<file path="config.mk">
export PLATFORM = sky130hd
export DESIGN_NAME = pll_md_reconfig
export DESIGN_NICKNAME = d
export VERILOG_FILES = /design/src/rtl/pll_md_reconfig.sv
export SDC_FILE = /design/constraint.sdc
export NUM_CORES = 1
export LEC_CHECK = 0
export BUFFER_PORTS_ARGS = -buffer_cell sky130_fd_sc_hd__buf_2
export CORE_ASPECT_RATIO = 0.9
export CORE_UTILIZATION = 28
export DETAILED_ROUTE_END_ITERATION = 8
export GPL_TIMING_DRIVEN = 0
export SLEW_MARGIN = 20
export SYNTH_ARGS = -nofsm -noshare
export SYNTH_HDL_FRONTEND = slang
export SYNTH_SLANG_ARGS = --single-unit
</file>
<file path="constraint.sdc">
create_clock -name clk -period 3.44 [get_ports clk]
set_input_delay 0.516 -clock clk [delete_from_list [all_inputs] [get_ports clk]]
set_output_delay 0.516 -clock clk [all_outputs]
set_load 0.01 [all_outputs]
</file>
<file path="src/rtl/pll_md_reconfig.sv">
// Reconfigures the HDMI PLL through its MD port: it holds the PLL in reset, writes a
// register profile, reads the profile back to verify it, then releases reset and waits for lock.
module pll_md_reconfig #(
  parameter int unsigned           NUM_REGS     = 4,
  parameter logic [7:0]            BASE_ADDR    = 8'h00,
  parameter logic [NUM_REGS*8-1:0] PROFILE0     = '0,
  parameter logic [NUM_REGS*8-1:0] PROFILE1     = '0,
  parameter int unsigned           RD_LAT       = 2,
  parameter int unsigned           RST_HOLD     = 16,
  parameter int unsigned           LOCK_TIMEOUT = 1000000
) (
  input  logic       clk,
  input  logic       reset,
  input  logic       start,
  input  logic       profile_sel,
  output logic       busy,
  output logic       done,
  output logic       error,
  output logic [1:0] err_code,
  output logic       pll_reset,
  input  logic       pll_lock,
  output logic [1:0] md_opc,
  output logic       md_ainc,
  output logic [7:0] md_wdi,
  input  logic [7:0] md_rdo
);

  localparam int unsigned IdxW  = (NUM_REGS > 1) ? $clog2(NUM_REGS) : 1;
  localparam int unsigned HoldW = (RST_HOLD > 1) ? $clog2(RST_HOLD) : 1;
  localparam int unsigned LatW  = (RD_LAT > 1) ? $clog2(RD_LAT) : 1;
  localparam int unsigned ToW   = (LOCK_TIMEOUT > 1) ? $clog2(LOCK_TIMEOUT) : 1;

  localparam logic [IdxW-1:0]  IdxLast  = IdxW'(NUM_REGS - 1);
  localparam logic [HoldW-1:0] HoldLast = HoldW'(RST_HOLD - 1);
  localparam logic [LatW-1:0]  LatLast  = LatW'(RD_LAT - 1);
  localparam logic [ToW-1:0]   ToLast   = ToW'(LOCK_TIMEOUT - 1);

  localparam logic [1:0] OpNop   = 2'b00;
  localparam logic [1:0] OpWrite = 2'b01;
  localparam logic [1:0] OpRead  = 2'b10;
  localparam logic [1:0] OpAddr  = 2'b11;

  localparam logic [3:0] StIdle     = 4'd0;
  localparam logic [3:0] StHold     = 4'd1;
  localparam logic [3:0] StWaddr    = 4'd2;
  localparam logic [3:0] StWrite    = 4'd3;
  localparam logic [3:0] StRaddr    = 4'd4;
  localparam logic [3:0] StRead     = 4'd5;
  localparam logic [3:0] StRwait    = 4'd6;
  localparam logic [3:0] StCheck    = 4'd7;
  localparam logic [3:0] StRelease  = 4'd8;
  localparam logic [3:0] StLockwait = 4'd9;

  logic [3:0]       state_q, state_d;
  logic             sel_q, sel_d;
  logic [IdxW-1:0]  idx_q, idx_d, idx_inc;
  logic [HoldW-1:0] hold_cnt_q, hold_cnt_d;
  logic [LatW-1:0]  lat_cnt_q, lat_cnt_d;
  logic [ToW-1:0]   to_cnt_q, to_cnt_d;
  logic [7:0]       rdo_q, rdo_d;
  logic             lock_meta_q, lock_sync_q;
  logic             busy_q, busy_d;
  logic             done_q, done_d;
  logic             error_q, error_d;
  logic [1:0]       err_code_q, err_code_d;
  logic             pll_reset_q, pll_reset_d;
  logic [1:0]       md_opc_q, md_opc_d;
  logic             md_ainc_q, md_ainc_d;
  logic [7:0]       md_wdi_q, md_wdi_d;

  function automatic logic [7:0] prof_byte(input logic sel, input logic [IdxW-1:0] i);
    logic [NUM_REGS*8-1:0] p;
    p = sel ? PROFILE1 : PROFILE0;
    return p[{i, 3'b000} +: 8];
  endfunction

  assign idx_inc = idx_q + 1'b1;

  always_comb begin
    state_d     = state_q;
    sel_d       = sel_q;
    idx_d       = idx_q;
    hold_cnt_d  = hold_cnt_q;
    lat_cnt_d   = lat_cnt_q;
    to_cnt_d    = to_cnt_q;
    rdo_d       = rdo_q;
    busy_d      = busy_q;
    done_d      = 1'b0;
    error_d     = 1'b0;
    err_code_d  = err_code_q;
    pll_reset_d = pll_reset_q;
    md_opc_d    = OpNop;
    md_ainc_d   = 1'b0;
    md_wdi_d    = md_wdi_q;
    // Outputs are registered, so each branch sets the values for the state being entered.
    case (state_q)
      StIdle: begin
        if (start) begin
          sel_d       = profile_sel;
          err_code_d  = 2'b00;
          busy_d      = 1'b1;
          pll_reset_d = 1'b1;
          hold_cnt_d  = '0;
          state_d     = StHold;
        end
      end
      StHold: begin
        if (hold_cnt_q == HoldLast) begin
          state_d  = StWaddr;
          md_opc_d = OpAddr;
          md_wdi_d = BASE_ADDR;
          idx_d    = '0;
        end else begin
          hold_cnt_d = hold_cnt_q + 1'b1;
        end
      end
      StWaddr: begin
        state_d   = StWrite;
        md_opc_d  = OpWrite;
        md_ainc_d = 1'b1;
        md_wdi_d  = prof_byte(sel_q, idx_q);
      end
      StWrite: begin
        if (idx_q == IdxLast) begin
          state_d  = StRaddr;
          md_opc_d = OpAddr;
          md_wdi_d = BASE_ADDR;
          idx_d    = '0;
        end else begin
          idx_d     = idx_inc;
          md_opc_d  = OpWrite;
          md_ainc_d = 1'b1;
          md_wdi_d  = prof_byte(sel_q, idx_inc);
        end
      end
      StRaddr: begin
        state_d   = StRead;
        md_opc_d  = OpRead;
        md_ainc_d = 1'b1;
      end
      StRead: begin
        state_d   = StRwait;
        lat_cnt_d = '0;
      end
      StRwait: begin
        if (lat_cnt_q == LatLast) begin
          rdo_d   = md_rdo;
          state_d = StCheck;
        end else begin
          lat_cnt_d = lat_cnt_q + 1'b1;
        end
      end
      StCheck: begin
        if (rdo_q != prof_byte(sel_q, idx_q)) begin
          err_code_d  = 2'b01;
          error_d     = 1'b1;
          busy_d      = 1'b0;
          pll_reset_d = 1'b0;
          state_d     = StIdle;
        end else if (idx_q == IdxLast) begin
          pll_reset_d = 1'b0;
          state_d     = StRelease;
        end else begin
          idx_d     = idx_inc;
          state_d   = StRead;
          md_opc_d  = OpRead;
          md_ainc_d = 1'b1;
        end
      end
      StRelease: begin
        to_cnt_d = '0;
        state_d  = StLockwait;
      end
      StLockwait: begin
        if (lock_sync_q) begin
          done_d  = 1'b1;
          busy_d  = 1'b0;
          state_d = StIdle;
        end else if (to_cnt_q == ToLast) begin
          err_code_d = 2'b10;
          error_d    = 1'b1;
          busy_d     = 1'b0;
          state_d    = StIdle;
        end else begin
          to_cnt_d = to_cnt_q + 1'b1;
        end
      end
      default: state_d = StIdle;
    endcase
  end

  always_ff @(posedge clk or posedge reset) begin
    if (reset) begin
      state_q     <= StIdle;
      sel_q       <= 1'b0;
      idx_q       <= '0;
      hold_cnt_q  <= '0;
      lat_cnt_q   <= '0;
      to_cnt_q    <= '0;
      rdo_q       <= '0;
      lock_meta_q <= 1'b0;
      lock_sync_q <= 1'b0;
      busy_q      <= 1'b0;
      done_q      <= 1'b0;
      error_q     <= 1'b0;
      err_code_q  <= 2'b00;
      pll_reset_q <= 1'b0;
      md_opc_q    <= OpNop;
      md_ainc_q   <= 1'b0;
      md_wdi_q    <= '0;
    end else begin
      state_q     <= state_d;
      sel_q       <= sel_d;
      idx_q       <= idx_d;
      hold_cnt_q  <= hold_cnt_d;
      lat_cnt_q   <= lat_cnt_d;
      to_cnt_q    <= to_cnt_d;
      rdo_q       <= rdo_d;
      lock_meta_q <= pll_lock;
      // Second stage only passes lock while waiting, so pre-release glitches cannot leak in.
      lock_sync_q <= (state_q == StLockwait) ? lock_meta_q : 1'b0;
      busy_q      <= busy_d;
      done_q      <= done_d;
      error_q     <= error_d;
      err_code_q  <= err_code_d;
      pll_reset_q <= pll_reset_d;
      md_opc_q    <= md_opc_d;
      md_ainc_q   <= md_ainc_d;
      md_wdi_q    <= md_wdi_d;
    end
  end

  assign busy      = busy_q;
  assign done      = done_q;
  assign error     = error_q;
  assign err_code  = err_code_q;
  assign pll_reset = pll_reset_q;
  assign md_opc    = md_opc_q;
  assign md_ainc   = md_ainc_q;
  assign md_wdi    = md_wdi_q;

endmodule
</file>
Yosys cells after proc, flatten, opt, wreduce, memory -nomap -nowiden. Cells that the tools add are included. Widths: inputs -> output; s select.

Bits in registers: 58. Input port bits: 13. Word-level logic and storage cells: 119.

Add/sub/neg operators: 4. Equality and inequality tests: 26. Shifts and indexed selects: 2. Multiplexer cells: 53. Reductions and logical operators: 18.

Operators by type and width (number): $shiftx 32x6->8 const A (2); $mux 20 (2); $mux 4 (10); $pmux 20 s2 (1); $pmux 4 s10 (1); $mux 2 (12); $pmux 8 s3 (1); $ne 2x2->1 const B (11); $add 20x1->20 const B (1); $eq 20x20->1 const B (1); $eq 4x3->1 const B (4); $mux 8 (2); $mux 1 (15); $eq 4x4->1 const B (3); $pmux 2 s3 (2); $pmux 2 s5 (1); $reduce_and 5->1 (2); $reduce_and 3->1 (3); $reduce_bool 3->1 (3); $eq 4x2->1 const B (2); $ne 8x8->1 (1); $pmux 4 s2 (1); $reduce_and 4->1 (2); $reduce_bool 2->1 (4); 11 further kinds (16).

Depth between registers and ports, before layout.
Depth in word-level cells: 4. Mapped depth: 6. Mapped depth without buffers: 5.

Worst setup path before layout. Ideal clock, no wire load.

Kind: register to register. From: reg to_cnt_q[8]. To: reg busy_q (netlist: busy). Data arrival time: 1845 ps. Data required time: 3314 ps. Path slack: 1469 ps. Cell stages (with the launch flop): 5. Path buffers: 0. Clock period less this slack: 1971 ps. Cell sequence: dfrtp_1 > or4b_4 > nor4_4 > a21boi_2 > a221o_1.

Word-level cells in the longest chain between the ends: 3.

RTL lines: start: declaration (RTL line 59) `logic [ToW-1:0] to_cnt_q, to_cnt_d;`; start signal: assignment (RTL line 217) `to_cnt_q <= to_cnt_d;`; $eq 20x20->1 (RTL line 179) `end else if (to_cnt_q == ToLast) begin`; $ne 3x3->1 (no source line); $reduce_and 4->1 (no source line); end signal: assignment (RTL line 222) `busy_q <= busy_d;`; end: declaration (RTL line 62) `logic busy_q, busy_d;`.

No other way between the ends. A chain may end at the register's enable or synchronous reset.

Worst setup path after layout. Same ends and word-level chain as after synthesis.

==> metrics.md <==
| Metric | Value |
|---|---|
| Status | `finished clean` |
| Switching share of power | `0.3485` |
| Initial detailed-routing violation count | `192` |
| Post-synth EDFFs | `0` |
| PortBufs | `20` |
| CP Data Required Time | `roughly 3.6 ns` |
| CTS tree | `done` |
| Power Density | `551.5 nW/µm²` |
| Vias per std cell | `5.144` |
| Largest net degree at the start of global routing | `34` |
| Cell Area, Placed | `approximately 3000 µm²` |
| Critical R2R Launch | `to_cnt_q[8]` |
| CP Launch Type | `flop` |
| Comb pwr share | `0.336` |
| Max-cap violations | `0` |
| Worst path cell trace | `or4b_4, nor4_4, a21boi_2, a221o_1` |
| Avg Cell Area, Syn | `10.00 µm²` |
| Clk buf depth | `2` |
| Via count | `2222` |
| Total Power | `1.727 mW` |
| Commonest non-fill, non-tap cell in the layout | `dfrtp_1` |
| DRC Markers | `0` |
| Final hold viol count | `0` |
| Worst clock skew | `approximately 0.0064 ns` |
| Antenna violations before repair | `0` |
| Syn-to-layout area delta | `14.25%` |
| Hold_buf cts | `0` |
| Row cnt | `33` |
| Post-detail-place hpwl | `4338 µm` |
| Final worst-path cycle share | `0.6550` |
| I/O Pins | `30` |
| Register area share after synthesis | `0.4566` |
| Flop-to-flop setup slack | `1.19 ns` |
| Pint | `~1.1 mW` |
| Fin crit period | `2.253 ns` |
| WS Path Type | `reg -> reg` |
| CTS H-tree depth | `2` |
| Psw | `around 0.60 mW` |
| Syn Inst Count | `between 200 and 300` |
| Gp weighted congestion | `0.8944` |
| Pre-antenna DRT Iters | `4` |
| Leak Pwr | `1.330 nW` |
| RSZ-0062 raised after global routing | `no` |
| Chip height | `roughly 96 µm` |
| Most frequent cells in the layout | `50 x dfrtp_1, 24 x nand2_1, 21 x buf_2` |
| Synth cell types | `57` |
| Total Routed Length | `6123 µm` |
| Final TNS setup | `0 ns` |
| Synth Flop Type | `dfrtp_1` |
| Worst-Margin Slew | `0.8683 ns` |
| Hold Path Class | `in -> async` |
| Clk pwr share | `0.211` |
| CP Depth | `4` |
| Root Driver | `clkbuf_8` |
| Full die area | `around 10000 µm²` |
| Vias in the first global route | `~2100` |
| RR Endpoint | `busy` |
| Delay-heaviest family, CP | `simple AND/OR/NAND/NOR gates` |
| Diode count | `0` |
| Clk slew on worst S/H paths | `approximately 0.09 ns` |
| First-pass GRT wire length | `roughly 11000 µm` |
| Final setup violation count | `0` |
| Core footprint | `9290 µm²` |
| Die Span X | `106.3 µm` |
| Clk_lat worst skew | `0.31 ns` |
| Slowest cell on the critical path | `or4b_4` |
| CTS Sinks | `50` |
| WL/cell | `14.17 µm` |
| Dpl cells | `around 420` |
| Syn. warnings | `0` |
| Synth async-reset ratio | `1.000` |
| CP endpoint kind | `flop` |
| #FFs+latches synth | `50` |
| Cell count of the worst reg-to-reg path | `4` |
| Slew headroom | `0.4196` |
| Initial Util | `0.2949` |
| Maximum VDD drop | `0.0001892 V` |
| Non-filler instance count after layout | `432` |
| Grt ovf | `0` |
| Proportion of layout cells with a drive suffix above 1 | `0.2161` |
| Max incr delay on CP | `around 0.56 ns` |
| All-Layer GR Usage | `0.1339` |
| Gates resized, CTS repair | `0` |
| Sequential power share | `0.453` |
| Worst path bufs/invs | `0` |
| Post-CTS Setup Bufs | `0` |
| # nets final | `roughly 330` |
| Max-slew violation count | `0` |
| Worst hold slack | `0.1892 ns` |
| Mapped cell area | `around 2700 µm²` |
| Crit path DAT | `between 2 and 2.5 ns` |
| Post-route ant nets | `0` |
| Design Area, Final | `about 3100 µm²` |
| CTS Buf Count | `5` |
| FMAX | `approximately 0.44 GHz` |
| Critical Path Fanout Max | `10` |
==> metal layers <==
metal,routed length (µm),GRT usage,up-vias
li1,-,-,1087
met3,215,0.02099,5
met5,0,0,-
met4,82,0.05556,0
met2,2514,0.1861,52
met1,3310,0.2030,1078
==> registers in the layout, indices dropped and copies added, names as in the netlist <==
signal,count
error,1
lat_cnt_q,1
hold_cnt_q,4
pll_reset,1
err_code,2
busy,1
to_cnt_q,20
state_q,4
lock_sync_q,1
rdo_q,8
md_opc,2
lock_meta_q,1
md_ainc,1
done,1
idx_q,2
==> per-stage QoR <==
stage	setup WS [ns]	util
after floorplan	1.469	-
after global placement	1.013	0.3250
after detailed placement	1.229	0.3271
after CTS	1.201	0.3370
after global routing	1.039	0.3370
final	1.187	0.3370
==> worst max path at each step <==
stage / startpoint / to / slack (ns)
after floorplan: to_cnt_q[8] / busy / 1.47
after global placement: reset / rdo_q[1] / 1.01
after detailed placement: to_cnt_q[8] / busy / 1.23
after CTS: to_cnt_q[8] / busy / 1.20
after global routing: state_q[0] / to_cnt_q[16] / 1.04
final: to_cnt_q[8] / busy / 1.19
==> area by class of cell <==
cell class	count	area [µm²]
Buffer	18	98.84
Clock buffer	7	86.33
Clock inverter	1	5.005
Fill cell	956	6160
Inverter	9	33.78
Multi-Input combinational cell	204	1383
Sequential cell	50	1251
Tap cell	122	152.6
Timing Repair Buffer	21	120.1
==> cell usage after synthesis (all sizes together), types with 6 or more instances <==
cell type,count,area share
a21oi,15,0.027
o21ai,10,0.018
buf,10,0.025
clkbuf,8,0.011
nor2,12,0.016
nand2,24,0.033
mux2,9,0.037
nand3,18,0.033
dfrtp,50,0.46
o31ai,9,0.025
or4,9,0.025
inv,9,0.012
nor3,8,0.018
mux2i,6,0.022
or2,7,0.016
==> power groups by stage <==
| stage | logic, mW | clock network, mW | registers [mW] |
|---|---|---|---|
| floorplan | 0.426 | 0 | 0.793 |
| global placement | 0.568 | 0 | 0.792 |
| detailed placement | 0.575 | 0 | 0.795 |
| CTS | 0.579 | 0.377 | 0.783 |
| global route | 0.659 | 0.394 | 0.799 |
| finish | 0.580 | 0.364 | 0.782 |
==> cells by family after synthesis <==
group,share of synthesized area
buffers and inverters,0.04840
xor gates and xnor gates,0.006394
other,0.001369
AOI/OAI and AO/OA,0.1699
adders and majority gates,0.01370
muxes,0.05891
and+or+nand+nor,0.2448
DFF,0.4566
No activity file was read; power rests on OpenSTA's default activity.
